`config.mk`:
```
export PLATFORM = sky130hd
export DESIGN_NAME = anneal_sched_flat
export DESIGN_NICKNAME = d
export VERILOG_FILES = /design/src/rtl/anneal_sched_if.sv /design/src/rtl/anneal_sched.sv /design/src/flat_wrapper.sv
export SDC_FILE = /design/constraint.sdc
export NUM_CORES = 1
export LEC_CHECK = 0
export BUFFER_PORTS_ARGS = -buffer_cell sky130_fd_sc_hd__buf_4
export CAP_MARGIN = 20
export CORE_MARGIN = 10
export CORE_UTILIZATION = 57
export CTS_CLUSTER_DIAMETER = 80
export DETAILED_ROUTE_END_ITERATION = 10
export HOLD_SLACK_MARGIN = 0.03
export PLACE_DENSITY = 0.85
export SLEW_MARGIN = 20
export SYNTH_ARGS = -nofsm -noshare
export SYNTH_HDL_FRONTEND = slang
export SYNTH_SLANG_ARGS = --single-unit
```
`constraint.sdc`:
```
create_clock -name clk -period 6.7 [get_ports clk]
set_clock_uncertainty 0.15 [all_clocks]
set_input_delay 0.67 -clock clk [delete_from_list [all_inputs] [get_ports clk]]
set_output_delay 0.67 -clock clk [all_outputs]
set_load 0.03 [all_outputs]
```
`src/rtl/anneal_sched_if.sv`:
```
// Control/status bundle for the annealing temperature scheduler.
interface anneal_sched_if #(
  parameter int OUT_W = 4,
  parameter int LT_W  = 4
);
  logic             start;
  logic             abort;
  logic             hold;
  logic [1:0]       mode;
  logic [LT_W-1:0]  log_tau;
  logic [OUT_W-1:0] i_min;
  logic [OUT_W-1:0] i_max;
  logic [OUT_W-1:0] i_0;
  logic             busy;
  logic             done;
  logic             reheat;

  modport master (
    output start, abort, hold, mode, log_tau, i_min, i_max,
    input  i_0, busy, done, reheat
  );

  modport slave (
    input  start, abort, hold, mode, log_tau, i_min, i_max,
    output i_0, busy, done, reheat
  );
endinterface

```
`src/rtl/anneal_sched.sv`:
```
// Annealing temperature scheduler: ramps a fixed-point accumulator from i_min to
// i_max using geometric, linear, staircase or cyclic (sawtooth) profiles.
module anneal_sched #(
  parameter int ACC_W = 16,
  parameter int OUT_W = 4,
  parameter int LT_W  = 4
) (
  input  logic          clk,
  input  logic          reset,
  anneal_sched_if.slave bus
);
  localparam int F    = ACC_W - OUT_W;
  localparam int SH_W = $clog2(ACC_W + 1);

  localparam logic [1:0] M_GEO   = 2'd0;
  localparam logic [1:0] M_LIN   = 2'd1;
  localparam logic [1:0] M_STAIR = 2'd2;
  localparam logic [1:0] M_CYC   = 2'd3;

  typedef enum logic [1:0] {IDLE, RAMP, DONE} state_t;

  typedef struct packed {
    logic [1:0]       mode;
    logic [SH_W-1:0]  lt;
    logic [OUT_W-1:0] lo;
    logic [OUT_W-1:0] hi;
    logic             flat;   // hi <= lo: nothing to ramp
  } cfg_t;

  state_t           state, state_nx;
  cfg_t             cfg, cfg_nx, cfg_in;
  logic [ACC_W-1:0] acc, acc_nx, step, step_nx, inc, target;
  logic [ACC_W:0]   sum;
  logic [F-1:0]     t, t_nx, tau_m1;
  logic             done_q, done_nx, reheat_q, reheat_nx;
  logic             epoch, hit;

  // Staircase reuses the step register as its fixed one-unit increment.
  function automatic logic [ACC_W-1:0] init_step(cfg_t c);
    logic [ACC_W-1:0] span;
    span = {c.hi - c.lo, {F{1'b0}}};
    case (c.mode)
      M_GEO:   init_step = span >> (c.lt + 1'b1);
      M_STAIR: init_step = ACC_W'(1) << F;
      default: init_step = span >> c.lt;
    endcase
  endfunction

  always_comb begin
    cfg_in.mode = bus.mode;
    cfg_in.lo   = bus.i_min;
    cfg_in.hi   = bus.i_max;
    cfg_in.flat = (bus.i_max <= bus.i_min);
    if (int'(bus.log_tau) > F - 1) cfg_in.lt = SH_W'(F - 1);
    else                           cfg_in.lt = SH_W'(bus.log_tau);
  end

  always_comb begin
    state_nx  = state;
    cfg_nx    = cfg;
    acc_nx    = acc;
    step_nx   = step;
    t_nx      = t;
    done_nx   = 1'b0;
    reheat_nx = 1'b0;

    tau_m1 = (F'(1) << cfg.lt) - F'(1);
    epoch  = (t == tau_m1);
    inc    = (cfg.mode == M_STAIR && !epoch) ? '0 : step;
    target = {cfg.hi, {F{1'b0}}};
    sum    = {1'b0, acc} + {1'b0, inc};
    hit    = (sum >= {1'b0, target});

    case (state)
      IDLE, DONE: begin
        if (bus.start) begin
          state_nx = RAMP;
          cfg_nx   = cfg_in;
          acc_nx   = {bus.i_min, {F{1'b0}}};
          step_nx  = init_step(cfg_in);
          t_nx     = '0;
        end
      end
      RAMP: begin
        if (bus.hold) begin
          state_nx = RAMP;
        end else if (cfg.flat) begin
          state_nx = DONE;
          done_nx  = 1'b1;
        end else if (cfg.mode == M_CYC && acc == target) begin
          acc_nx    = {cfg.lo, {F{1'b0}}};
          step_nx   = init_step(cfg);
          t_nx      = '0;
          reheat_nx = 1'b1;
        end else begin
          t_nx   = epoch ? '0 : t + 1'b1;
          acc_nx = hit ? target : sum[ACC_W-1:0];
          if (cfg.mode == M_GEO && epoch)
            step_nx = ((step >> 1) == '0) ? ACC_W'(1) : (step >> 1);
          if (hit && cfg.mode != M_CYC) begin
            state_nx = DONE;
            done_nx  = 1'b1;
          end
        end
      end
      default: state_nx = IDLE;
    endcase

    // Abort wins over start, hold and completion; the accumulator is left as is.
    if (bus.abort) begin
      state_nx  = IDLE;
      cfg_nx    = cfg;
      acc_nx    = acc;
      step_nx   = step;
      t_nx      = t;
      done_nx   = 1'b0;
      reheat_nx = 1'b0;
    end
  end

  always_ff @(posedge clk) begin
    if (reset) begin
      state    <= IDLE;
      cfg      <= '0;
      acc      <= '0;
      step     <= '0;
      t        <= '0;
      done_q   <= 1'b0;
      reheat_q <= 1'b0;
    end else begin
      state    <= state_nx;
      cfg      <= cfg_nx;
      acc      <= acc_nx;
      step     <= step_nx;
      t        <= t_nx;
      done_q   <= done_nx;
      reheat_q <= reheat_nx;
    end
  end

  assign bus.i_0    = acc[ACC_W-1 -: OUT_W];
  assign bus.busy   = (state == RAMP);
  assign bus.done   = done_q;
  assign bus.reheat = reheat_q;
endmodule

```
`src/flat_wrapper.sv`:
```
// flat-port wrapper written by rule: the top's interface ports become plain ports
module anneal_sched_flat 
#(
  parameter int ACC_W = 16,
  parameter int OUT_W = 4,
  parameter int LT_W  = 4
)
  (clk, reset, bus_start, bus_abort, bus_hold, bus_mode, bus_log_tau, bus_i_min, bus_i_max, bus_i_0, bus_busy, bus_done, bus_reheat);
  anneal_sched_if #(.OUT_W(OUT_W), .LT_W(LT_W)) bus_i ();
  input  logic clk;
  input  logic reset;
  input wire logic [$bits(bus_i.start)-1:0] bus_start;
  input wire logic [$bits(bus_i.abort)-1:0] bus_abort;
  input wire logic [$bits(bus_i.hold)-1:0] bus_hold;
  input wire logic [$bits(bus_i.mode)-1:0] bus_mode;
  input wire logic [$bits(bus_i.log_tau)-1:0] bus_log_tau;
  input wire logic [$bits(bus_i.i_min)-1:0] bus_i_min;
  input wire logic [$bits(bus_i.i_max)-1:0] bus_i_max;
  output wire logic [$bits(bus_i.i_0)-1:0] bus_i_0;
  output wire logic [$bits(bus_i.busy)-1:0] bus_busy;
  output wire logic [$bits(bus_i.done)-1:0] bus_done;
  output wire logic [$bits(bus_i.reheat)-1:0] bus_reheat;
  assign bus_i.start = bus_start;
  assign bus_i.abort = bus_abort;
  assign bus_i.hold = bus_hold;
  assign bus_i.mode = bus_mode;
  assign bus_i.log_tau = bus_log_tau;
  assign bus_i.i_min = bus_i_min;
  assign bus_i.i_max = bus_i_max;
  assign bus_i_0 = bus_i.i_0;
  assign bus_busy = bus_i.busy;
  assign bus_done = bus_i.done;
  assign bus_reheat = bus_i.reheat;
  anneal_sched #(.ACC_W(ACC_W), .OUT_W(OUT_W), .LT_W(LT_W)) u_core (.clk(clk), .reset(reset), .bus(bus_i));
endmodule
```
# [Word-level counts from Yosys, hierarchy flattened]
# Cells that the tools add are included.
[totals] ff_bits=64 in_bits=19 out_inout_bits=7 wordCells=93
[classes] n_addsub=7 magnitude_cmp=3 n_eq_ne=14 shifts=5 muxes=33 bitwise=2 n_reduce_logical=18
[op_table] operator="16-bit two-way mux" n=11
[op_table] operator="16-bit case mux with 2 select lines" n=4
[op_table] operator="12-bit two-way mux" n=5
[op_table] operator="16-bit by 5-bit right shift with 16-bit output" n=3
[op_table] operator="12-bit case mux with 2 select lines" n=1
[op_table] operator="16-bit by 16-bit adder with 17-bit output" n=1
[op_table] operator="17-bit by 16-bit greater-or-equal comparator with 1-bit output" n=1
[op_table] operator="16-bit == test" n=1
[op_table] operator="16-bit zero test" n=1
[op_table] operator="16-bit by 4-bit right shift with 16-bit output" n=1
[op_table] operator="15-bit two-way mux" n=1
[op_table] operator="12-bit by 1-bit adder with 12-bit output, second input constant" n=1
[op_table] operator="12-bit == test" n=1
[op_table] operator="1-bit by 5-bit left shift with 12-bit output, first input constant" n=1
[op_table] operator="12-bit by 2-bit subtractor with 12-bit output, second input constant" n=1
[op_table] operator="2-bit two-way mux" n=5
[op_table] operator="2-bit == test, second input constant" n=4
[op_table] operator="2-bit inequality test, second input constant" n=4
[op_table] operator="4-bit subtractor" n=2
[op_table] operator="2-bit zero test" n=3
[op_table] operator="3-bit AND reduction" n=2
[op_table] operator="6-bit AND reduction" n=1
[op_table] operator="4-bit by 1-bit adder with 5-bit output, second input constant" n=1
[op_table] operator="5-bit by 1-bit adder with 5-bit output, second input constant" n=1
[op_table] operator="17 further kinds" n=25

# [Logic depth before layout (Yosys ltp)]
# Gate-level depths: netlist of run 1.
[depth] depth_word=14 depth_mapped=32

# [Worst setup path after synthesis of run 1]
# OpenSTA, ideal clock, no wires.
[synth_path] path_kind="register to register" startpoint="register u_core.cfg[10] in the netlist's numbering" endpoint="register u_core.acc[12]" setup_ns=0.120 t_arrival_ns=6.018 t_required_ns=6.430 slack_ns=0.413 stages_incl_launch_ff=30 period_less_slack_ns=6.287 path_cell_list="dfxtp_1 -> inv_1 -> ha_1 -> clkbuf_1 -> nand2_1 -> ha_1 -> clkbuf_1 -> xor2_1 -> a21o_1 -> a2111oi_0 -> o2111a_1 -> nand3_1 -> nand3b_1 -> clkbuf_1 -> and2_1 -> ha_1 -> a211oi_1 -> o21bai_1 -> a21oi_1 -> a21oi_1 -> or4_1 -> o211ai_1 -> ha_1 -> nand3_1 -> or3_1 -> or4_1 -> nor4_2 -> a21oi_2 -> buf_2 -> a211o_1"
[synth_between] elab_chain_cells=13
[synth_lines] element="from (decl)" line="anneal_sched.sv:31" text="cfg_t cfg, cfg_nx, cfg_in;"
[synth_lines] element="from (signal assigned)" line="anneal_sched.sv:132" text="cfg <= cfg_nx;"
[synth_lines] element="1-bit by 5-bit left shift with 12-bit output *" line="anneal_sched.sv:67" text="tau_m1 = (F'(1) << cfg.lt) - F'(1);"
[synth_lines] element="12-bit by 2-bit subtractor with 12-bit output *" line="anneal_sched.sv:67"
[synth_lines] element="12-bit == test *" line="anneal_sched.sv:68" text="epoch = (t == tau_m1);"
[synth_lines] element="1-bit zero test *" line="anneal_sched.sv:69" text="inc = (cfg.mode == M_STAIR && !epoch) ? '0 : step;"
[synth_lines] element="1-bit logical AND *" line="anneal_sched.sv:69"
[synth_lines] element="16-bit two-way mux *" line="anneal_sched.sv:69"
[synth_lines] element="16-bit by 16-bit adder with 17-bit output *" line="anneal_sched.sv:71" text="sum = {1'b0, acc} + {1'b0, inc};"
[synth_lines] element="17-bit by 16-bit greater-or-equal comparator with 1-bit output" line="anneal_sched.sv:72" text="hit = (sum >= {1'b0, target});"
[synth_lines] element="16-bit two-way mux *" line="anneal_sched.sv:97" text="acc_nx = hit ? target : sum[ACC_W-1:0];"
[synth_lines] element="16-bit two-way mux *" line="anneal_sched.sv:90" text="end else if (cfg.mode == M_CYC && acc == target) begin"
[synth_lines] element="16-bit two-way mux *" line="anneal_sched.sv:87" text="end else if (cfg.flat) begin"
[synth_lines] element="16-bit two-way mux *" line="anneal_sched.sv:85" text="if (bus.hold) begin"
[synth_lines] element="16-bit case mux with 2 select lines *" line="anneal_sched.sv:74" text="case (state)"
[synth_lines] element="to (signal assigned)" line="anneal_sched.sv:133" text="acc <= acc_nx;"
[synth_lines] element="to (decl)" line="anneal_sched.sv:32" text="logic [ACC_W-1:0] acc, acc_nx, step, step_nx, inc, target;"
# Every way passes the cells marked *; elsewhere a longest branch is shown, timed or not. The select of a mux whose other input is x is not followed.
# A chain may end at the register's enable or synchronous reset.

# [Worst setup path after layout of run 1]
[layout_path] startpoint="register u_core.cfg[10] in the netlist's numbering" endpoint="register u_core.acc[14]"
# The elaborated chain is that of the path after synthesis.

==> flow_metrics.py, run 1 <==
metrics = {
    "drt": {
        "drt_first_iter_violations": 897,
        "viasPerCell": 7.13,
        "wire_per_inst_um": 21.9,
        "drc": 0,
        "vias": 6693,
        "routed_wl_mm": 20.6,
        "drt_pre_antenna_iters": 6,
        "drt.antenna.violating_nets": 0,
    },
    "yosys": {
        "avgSynthCellArea_um2": 7.55,
        "syn_inst": 766,
        "synth_cell_types": 79,
        "yosysSeqAreaShare_pct": 21.8,
        "synth_ff_type": "dfxtp_1",
        "synth-edff-count": 0,
        "ys_warn_count": 0,
        "synthArstFlopShare_pct": 0,
        "syn_nets": 823,
        "ys_ff_latch": 63,
        "syn_area_um2": 5790,
    },
    "timing": {
        "final_max_slew_viol_count": 0,
        "hold_viol": 0,
        "finalSetupTns_ns": 0,
        "setup_viol": 0,
        "relSlewSlack_pct": 29.9,
        "worst_pin_slew_ns": 1.05,
        "min_period_ns": 6.68,
        "period_share_pct": 99.7,
        "rsz0062_at_grt": "yes",
        "whs_ns": 0.322,
        "fmax_mhz": 150,
    },
    "global_routing": {
        "antenna_found_initial": 0,
        "grt-ovfl-total": 0,
        "grt_first_pass_wirelength_mm": 30.0,
        "track_usage_pct": 24.9,
        "grt_max_degree": 64,
        "grt_pass1_vias": 5899,
    },
    "cells_and_area": {
        "nNetsFinal": 858,
        "final-seq-area_um2": 1270,
        "drive_above_1_share_pct": 22.2,
        "syn_to_final_growth_pct": 19.2,
        "multi_input_area_um2": 4620,
        "antenna_cells": 0,
        "fillers": 802,
        "fin_area_um2": 6900,
    },
    "die": {
        "die_h_um": 121,
        "die_x_um": 121,
        "die_area_um2": 14600,
        "start_util_pct": 58.9,
        "core_um2": 9820,
        "io_pins": 26,
        "rows": 36,
    },
    "critical_path": {
        "critical_path_class": "flip-flop to flip-flop",
        "required_ns": 6.79,
        "critPathMaxFanout": 7,
        "timing.reg2reg.worst_path_depth": 29,
        "cp_slowest_cell": "or4_4",
        "critPathMostFrequentCell": "buf_6",
        "startpoint_type": "flip-flop",
        "endpoint_kind": "flip-flop",
        "worstPathArrival_ns": 6.78,
        "critPathMaxStageDelay_ns": 0.50,
    },
    "cts": {
        "tritoncts": "built",
        "htreeDepth": 3,
        "cts-hold-fix-buffers": 0,
        "cts.root.buffer_cell": "clkbuf_8",
        "clock_sinks": 63,
        "clk_latency_ns": 0.37,
        "clk_pin_slew_ns": 0.07,
        "clock_path_buffers": 2,
        "cts_buffers": 9,
    },
    "min_path": {
        "min_path_type": "flip-flop to flip-flop",
        "worstHoldPathCells": 2,
    },
    "placement": {
        "routabilityCongestion": 0.973,
        "dpl-instance-area_um2": 6060,
        "detailed_place_hpwl_mm": 14.0,
        "io_buffers": 25,
    },
    "pwr": {
        "power_density_nw_per_um2": 162,
        "finalPower_mw": 1.12,
        "p_leak_nw": 2.61,
        "peakVddDrop_uv": 105,
    },
    "run": {
        "maxCapViolations": 0,
    },
    "run_status": {
        "outcome": "finished clean",
    },
}
## repair_timing
| item | CTS | global route |
|---|---|---|
| buffers inserted | 0 | 27 |
| cloned | 0 | 2 |
| pin swaps | 0 | 37 |
| gates resized for setup | 5 | 91 |
| setup endpoints to repair | 13 | 16 |
## Yosys cell counts (all sizes together), types with 7 or more instances
cell | count | area share (%)
a21o | 7 | 0.91
o31ai | 17 | 2.7
xor2 | 16 | 2.4
or4 | 8 | 1.0
nor2b | 14 | 1.5
dfxtp | 63 | 22
xnor2 | 11 | 1.7
and2 | 20 | 2.2
a21oi | 47 | 4.3
clkbuf | 31 | 2.0
a211oi | 15 | 1.9
o21ai | 24 | 2.1
nand4 | 21 | 2.4
nand3 | 22 | 2.0
a41oi | 8 | 1.2
and3 | 13 | 1.4
ha | 35 | 7.6
o211ai | 10 | 1.3
nor4 | 13 | 1.8
o22ai | 7 | 0.99
o21a | 8 | 1.0
a32oi | 10 | 1.5
nor2 | 62 | 4.0
a31oi | 11 | 1.2
nand2 | 77 | 5.0
or3 | 8 | 0.87
buf | 19 | 2.1
inv | 28 | 1.8
a22oi | 9 | 1.2
nor3 | 41 | 3.5
## report_power, final
group,switching [mW],internal (mW)
Combinational,0.251,0.164
Clock,0.170,0.132
Sequential,0.0174,0.385
## layout make-up
class	count	area share, %
inverter	28	1.60
multi-input combinational	626	67.0
sequential	63	18.4
clock buffer	10	1.85
clock inverter	6	0.544
timing repair buffer	73	8.16
tap	133	2.41
## metal layers
layer	GRT usage, %	up-vias	wire length, um
li1	-	2960	-
met1	31.7	3171	8160
met2	41.1	454	9550
met3	3.96	108	1930
met4	9.58	0	934
met5	0	-	0
## flip-flops by register name (all words and copies together), names as in the netlist
signal and cells:
u_core.cfg 15, u_core.acc 16, u_core.bus.done 1, u_core.bus.reheat 1, u_core.step 16, u_core.state 2, u_core.t 12
## path summary, 6_finish.rpt
check	start	end	slack (ns)
worst max register to register	u_core.cfg[10]	u_core.acc[14]	0.02
worst max-delay path	u_core.cfg[10]	u_core.acc[14]	0.02
worst min register to register	u_core.step[0]	u_core.step[0]	0.32
worst min-delay path	u_core.step[0]	u_core.step[0]	0.32
## cells by family after synthesis
| family | synth area share [%] |
|---|---|
| buffers and inverters | 5.93 |
| adder cells (fa/ha/maj) | 8.61 |
| multiplexers | 2.01 |
| AND/OR/NAND/NOR | 29.0 |
| flip-flops | 21.8 |
| AO/OA/AOI/OAI | 28.5 |
| XOR/XNOR | 4.09 |
## cells in the final DEF, fill, tap and decap left out, drive strengths merged, types with 22 or more instances in the layout
| master | netlist | final |
|---|---|---|
| nor2 | 62 | 62 |
| buf | 19 | 73 |
| nor3 | 41 | 41 |
| a21oi | 47 | 48 |
| inv | 28 | 28 |
| ha | 35 | 35 |
| dfxtp | 63 | 63 |
| nand2 | 77 | 77 |
| o21ai | 24 | 24 |
| nand3 | 22 | 22 |
## critical path, delay by kind of cell (launching register included)
family,cells,cell delay [ns]
AO/OA/AOI/OAI,10,2.15
AND/OR/NAND/NOR,9,2.12
adder cells (fa/ha/maj),3,0.84
buffers and inverters,5,0.70
flip-flops,1,0.39
XOR/XNOR,2,0.20
## through the flow
stage | cells | utilization, % | setup WS, ns
after floorplan | 766 | - | 0.413
after global placement | 894 | 61.7 | 0.151
after detailed placement | 894 | 61.7 | -0.0738
after CTS | 910 | 63.5 | -0.00736
after global routing | 939 | 70.2 | -0.224
final | 939 | 70.2 | 0.0175
Power figures use the tool's default switching activity.
==> run 2, diff against run 1 <==
--- a/config.mk
+++ b/config.mk
@@ -8,11 +8,11 @@
 export BUFFER_PORTS_ARGS = -buffer_cell sky130_fd_sc_hd__buf_4
 export CAP_MARGIN = 20
 export CORE_MARGIN = 10
-export CORE_UTILIZATION = 57
+export CORE_UTILIZATION = 61
 export CTS_CLUSTER_DIAMETER = 80
 export DETAILED_ROUTE_END_ITERATION = 10
 export HOLD_SLACK_MARGIN = 0.03
-export PLACE_DENSITY = 0.85
+export PLACE_DENSITY = 0.86
 export SLEW_MARGIN = 20
 export SYNTH_ARGS = -nofsm -noshare
 export SYNTH_HDL_FRONTEND = slang
==> constraint.sdc (replaced) <==
create_clock -name clk -period 8.5 [get_ports clk]
set_clock_uncertainty 0.15 [all_clocks]
set_input_delay 0.85 -clock clk [delete_from_list [all_inputs] [get_ports clk]]
set_output_delay 0.85 -clock clk [all_outputs]
set_load 0.03 [all_outputs]
==> run 2 against run 1 <==
Net effect: non-clock buffer count down 46; utilization fell by 3.7 points; die area shrank 5.5%; highest routed layer unchanged.
==> flow_metrics.py, run 2 (synthesized netlist as in run 1, its figures left out) <==
metrics = {
    "pwr": {
        "peakVddDrop_uv": 100,
        "finalPower_uw": 895,
        "power_density_nw_per_um2": 146,
        "p_leak_nw": 2.39,
    },
    "critical_path": {
        "critical_path_class": "flip-flop to flip-flop",
        "timing.reg2reg.worst_path_depth": 26,
        "worstPathArrival_ns": 7.54,
        "timing.rr.end": "u_core.acc[14]",
        "critPathMaxFanout": 18,
        "endpoint_kind": "flip-flop",
        "required_ns": 8.60,
        "startpoint_type": "flip-flop",
        "rrSetupSlack_ns": 1.06,
        "worstReg2RegStart": "u_core.cfg[12]",
    },
    "drt": {
        "drt_pre_antenna_iters": 6,
        "drt.antenna.violating_nets": 0,
        "drc": 0,
        "wire_per_inst_um": 19.8,
        "drt_first_iter_violations": 806,
        "vias": 6108,
        "viasPerCell": 6.89,
        "routed_wl_mm": 17.6,
    },
    "cells_and_area": {
        "antenna_cells": 0,
        "largestRegisters": "u_core.acc x16, u_core.step x16, u_core.cfg x15",
        "final_util_pct": 66.5,
        "final_cell_mix": "77 x nand2_1, 63 x dfxtp_1, 62 x nor2_1, 44 x a21oi_1, 41 x nor3_1",
        "final_common_cell": "nand2_1",
        "syn_to_final_growth_pct": 6.27,
        "drive_above_1_share_pct": 9.63,
        "nNetsFinal": 811,
    },
    "global_routing": {
        "grt_max_degree": 64,
        "track_usage_pct": 24.4,
        "antenna_found_initial": 0,
        "grt-ovfl-total": 0,
        "grt_pass1_vias": 5592,
        "grt_first_pass_wirelength_mm": 28.5,
    },
    "cts": {
        "post_cts_buffers": 0,
        "clk_latency_ns": 0.37,
        "cts.root.buffer_cell": "clkbuf_8",
        "cts_buffers": 9,
        "cts_resized": 0,
        "clock_sinks": 63,
        "clock_path_buffers": 2,
        "cts-hold-fix-buffers": 0,
        "tritoncts": "built",
        "clk_pin_slew_ns": 0.07,
        "htreeDepth": 3,
    },
    "die": {
        "die_h_um": 117,
        "core_um2": 9240,
        "rows": 35,
        "die_x_um": 117,
        "io_pins": 26,
        "die_area_um2": 13800,
        "start_util_pct": 62.6,
    },
    "placement": {
        "io_buffers": 25,
        "routabilityCongestion": 0.960,
        "detailed_place_hpwl_mm": 13.1,
    },
    "timing": {
        "final_max_slew_viol_count": 0,
        "period_share_pct": 87.6,
        "relSlewSlack_pct": 34.8,
        "hold_viol": 0,
        "worst_pin_slew_ns": 0.974,
        "fmax_mhz": 134,
        "finalSetupTns_ns": 0,
        "rsz0062_at_grt": "no",
        "setup_viol": 0,
        "min_period_ns": 7.44,
    },
    "min_path": {
        "worstHoldPathCells": 2,
        "min_path_type": "flip-flop to flip-flop",
        "min_from": "u_core.step[0]",
        "min_to": "u_core.step[0]",
    },
    "run": {
        "maxCapViolations": 0,
    },
    "run_status": {
        "outcome": "finished clean",
    },
}
[run 2: cell count changes in the layout (fill, tap and decap cells not counted), moves of 4 or more]
cell	delta
buf_4	-42
ha_1	+17
ha_4	-12
ha_2	-5
a211oi_1	+4
buf_6	-4
[run 2: power by group]
part           total (mW)  internal, mW  leakage (nW)  switching, mW
logic               0.257        0.0898          1.76          0.167
registers           0.318         0.304         0.511         0.0141
clock network       0.321         0.187         0.118          0.133
total               0.895         0.581          2.39          0.314
[run 2: how the worst max path moves through the flow]
stage | cells past startpoint | slack (ns) | endpoint | from
floorplan | 29 | 2.21 | u_core.acc[12] | u_core.cfg[10]
global placement | 26 | 1.42 | u_core.acc[14] | u_core.cfg[12]
detailed placement | 26 | 1.24 | u_core.acc[14] | u_core.cfg[12]
CTS | 26 | 1.12 | u_core.acc[14] | u_core.cfg[12]
global route | 26 | 0.50 | u_core.acc[14] | u_core.cfg[12]
finish | 26 | 1.06 | u_core.acc[14] | u_core.cfg[12]
[run 2: worst max-delay path, cell delays in order, from the launching register on]
cell and delay [ns]:
dfxtp_1 0.72, nor2_1 0.24, nand2_1 0.13, ha_1 0.33, xor2_1 0.24, nand3_1 0.10, a2111oi_0 0.51, o2111a_1 0.31
nand3_1 0.11, nand3b_1 0.38, and2_1 0.25, ha_1 0.26, a211oi_1 0.39, o21a_1 0.26, or3_1 0.16, a21oi_1 0.10
nor2_1 0.21, xnor2_1 0.20, ha_1 0.31, nor2b_1 0.14, o21a_1 0.15, o21ai_0 0.20, nand2_1 0.08, o41a_1 0.39
a21oi_2 0.55, nor4_1 0.11, a311o_1 0.33
[run 2: stage by stage]
stage	worst slack [ns]	cells	hold slack (ns)	area, um2
3_3_place_gp	1.42	872	0.300	5920
3_5_place_dp	1.24	872	0.309	5920
6_report	1.06	887	0.325	6150
2_1_floorplan	2.21	766	0.277	5790
4_1_cts	1.12	887	0.319	6150
5_1_grt	0.498	887	0.328	6150
[run 2: cell type report]
type / count / area (um2)
Multi-Input combinational cell: 625 / 4190
Fill cell: 779 / 3090
Sequential cell: 63 / 1260
Timing Repair Buffer: 27 / 203
Clock buffer: 12 / 165
Tap cell: 129 / 161
Inverter: 28 / 105
Clock inverter: 3 / 65.1
[run 2: metal layers]
layer | vias to the layer above | part of all wire (%) | GRT usage, %
met5 | - | 0 | 0
met4 | 0 | 3.7 | 11.3
met3 | 59 | 9.7 | 5.71
met2 | 338 | 45 | 37.7
met1 | 2835 | 42 | 31.2
li1 | 2876 | - | -
==> run 3, diff against run 2 <==
--- a/config.mk
+++ b/config.mk
@@ -13,6 +13,7 @@
 export DETAILED_ROUTE_END_ITERATION = 10
 export HOLD_SLACK_MARGIN = 0.03
 export PLACE_DENSITY = 0.86
+export RECOVER_POWER = 100
 export SLEW_MARGIN = 20
 export SYNTH_ARGS = -nofsm -noshare
 export SYNTH_HDL_FRONTEND = slang
==> run 3 against run 2 <==
Net effect: via count is 0.23% lower; utilization is 0.54 points lower; register-to-register slack worse by 0.16 ns; the flow now finishes with violations (capacitance limit, slew limit); wire length is 0.31% higher; combinational power is 2% lower; critical path depth is 1 lower; sequential power hardly changed; global-route usage stayed put; clock-buffer cell count stayed put; sequential cell count stayed put; die area stayed put.
==> flow_metrics.py, run 3 (synthesized netlist as in run 1, its figures left out) <==
metrics = {
    "critical_path": {
        "startpoint_type": "flip-flop",
        "worstReg2RegStart": "u_core.cfg[12]",
        "cp_slowest_cell": "dfxtp_1",
        "timing.reg2reg.worst_path_depth": 25,
        "critical_path_class": "flip-flop to flip-flop",
        "critPathMaxFanout": 18,
        "required_ns": 8.47,
        "worstPathArrival_ns": 7.56,
        "rrSetupSlack_ns": 0.90,
        "critPathMaxStageDelay_ns": 0.73,
        "endpoint_kind": "flip-flop",
        "timing.rr.end": "u_core.acc[2]",
    },
    "cts": {
        "clk_pin_slew_ns": 0.08,
        "clock_sinks": 63,
        "tritoncts": "built",
        "clock_path_buffers": 2,
        "htreeDepth": 3,
        "cts_resized": 0,
        "cts.root.buffer_cell": "clkbuf_8",
        "post_cts_buffers": 0,
        "cts-hold-fix-buffers": 0,
        "cts_buffers": 9,
        "clk_latency_ns": 0.36,
    },
    "min_path": {
        "min_to": "u_core.step[0]",
        "min_from": "u_core.step[0]",
        "min_path_type": "flip-flop to flip-flop",
        "worstHoldPathCells": 2,
    },
    "placement": {
        "routabilityCongestion": 0.960,
        "detailed_place_hpwl_mm": 13.1,
        "io_buffers": 25,
    },
    "timing": {
        "hold_viol": 0,
        "relSlewSlack_pct": -99.7,
        "fmax_mhz": 132,
        "min_period_ns": 7.60,
        "period_share_pct": 89.4,
        "worst_pin_slew_ns": 3.00,
        "final_max_slew_viol_count": 64,
        "finalSetupTns_ns": 0,
        "setup_viol": 0,
        "rsz0062_at_grt": "no",
    },
    "die": {
        "start_util_pct": 62.6,
        "rows": 35,
        "io_pins": 26,
        "core_um2": 9240,
        "die_h_um": 117,
        "die_area_um2": 13800,
        "die_x_um": 117,
    },
    "pwr": {
        "power_density_nw_per_um2": 146,
        "p_leak_nw": 2.35,
        "peakVddDrop_uv": 99.5,
        "finalPower_uw": 890,
    },
    "cells_and_area": {
        "largestRegisters": "u_core.acc x16, u_core.step x16, u_core.cfg x15",
        "nNetsFinal": 811,
        "syn_to_final_growth_pct": 5.41,
        "antenna_cells": 0,
        "drive_above_1_share_pct": 7.78,
        "final_common_cell": "nand2_1",
        "final_cell_mix": "77 x nand2_1, 63 x dfxtp_1, 62 x nor2_1, 44 x a21oi_1, 41 x nor3_1",
        "fillers": 790,
    },
    "drt": {
        "routed_wl_mm": 17.6,
        "wire_per_inst_um": 19.9,
        "vias": 6094,
        "drt_first_iter_violations": 825,
        "drc": 0,
        "drt_pre_antenna_iters": 7,
        "drt.antenna.violating_nets": 0,
        "viasPerCell": 6.87,
    },
    "global_routing": {
        "grt_pass1_vias": 5592,
        "grt_max_degree": 64,
        "grt_first_pass_wirelength_mm": 28.5,
        "track_usage_pct": 24.4,
        "grt-ovfl-total": 0,
        "antenna_found_initial": 0,
    },
    "run_status": {
        "outcome": "complete, but fails checks",
        "violations": "capacitance limit, slew limit",
    },
    "run": {
        "maxCapViolations": 1,
    },
}
==> run 3: cell count changes in the layout (fill, tap and decap cells not counted), moves of 3 or more <==
cell / before / now
o21ai_1: 8 / 2
and2_0: 0 / 3
buf_4: 27 / 18
clkbuf_1: 0 / 9
o21ai_0: 16 / 22
and2_1: 20 / 17
==> run 3: report_power, final <==
part           total [mW]  internal, mW  leakage, nW  switching (mW)
clock               0.319         0.187        0.118           0.132
combinational       0.253        0.0872         1.72           0.166
sequential          0.318         0.304        0.511          0.0140
total               0.890         0.578         2.35           0.312
==> run 3: routing by layer <==
layer	vias to the layer above	share of wire, %	track usage, %
li1	2871	-	-
met1	2828	42	31.2
met2	344	45	37.7
met3	51	9.1	5.71
met4	0	3.4	11.3
met5	-	0	0
==> run 3: how the worst max path moves through the flow <==
stage	start	endpoint	cells after the start
2_1_floorplan	u_core.cfg[10]	u_core.acc[12]	29
3_3_place_gp	u_core.cfg[12]	u_core.acc[14]	26
3_5_place_dp	u_core.cfg[12]	u_core.acc[14]	26
4_1_cts	u_core.cfg[12]	u_core.acc[14]	26
5_1_grt	u_core.cfg[12]	u_core.acc[0]	26
6_report	u_core.cfg[12]	u_core.acc[2]	25
==> run 3: area by class of cell <==
cell class / instances / area [um2] / area share [%]
timing repair buffer: 27 / 169 / 2.77
sequential: 63 / 1260 / 20.7
clock buffer: 12 / 165 / 2.71
clock inverter: 3 / 65.1 / 1.07
inverter: 28 / 105 / 1.72
multi-input combinational: 625 / 4170 / 68.4
tap: 129 / 161 / 2.65
==> run 3: worst max-delay path, delay by kind of cell (launching register included) <==
kind / cells / cell delay [ns]
and+or+nand+nor: 13 / 3.16
DFF: 1 / 0.73
xor gates and xnor gates: 1 / 0.24
AOI/OAI and AO/OA: 8 / 2.29
adders and majority gates: 3 / 0.79
==> run 3: metrics by stage <==
step	hold slack, ns	worst slack [ns]	utilization (%)	cells	area (um2)
4_1_cts	0.319	1.12	66.5	887	6150
5_1_grt	0.328	0.265	66.0	887	6100
2_1_floorplan	0.277	2.21	-	766	5790
3_3_place_gp	0.300	1.42	64.0	872	5920
6_report	0.321	0.900	66.0	887	6100
3_5_place_dp	0.309	1.24	64.0	872	5920
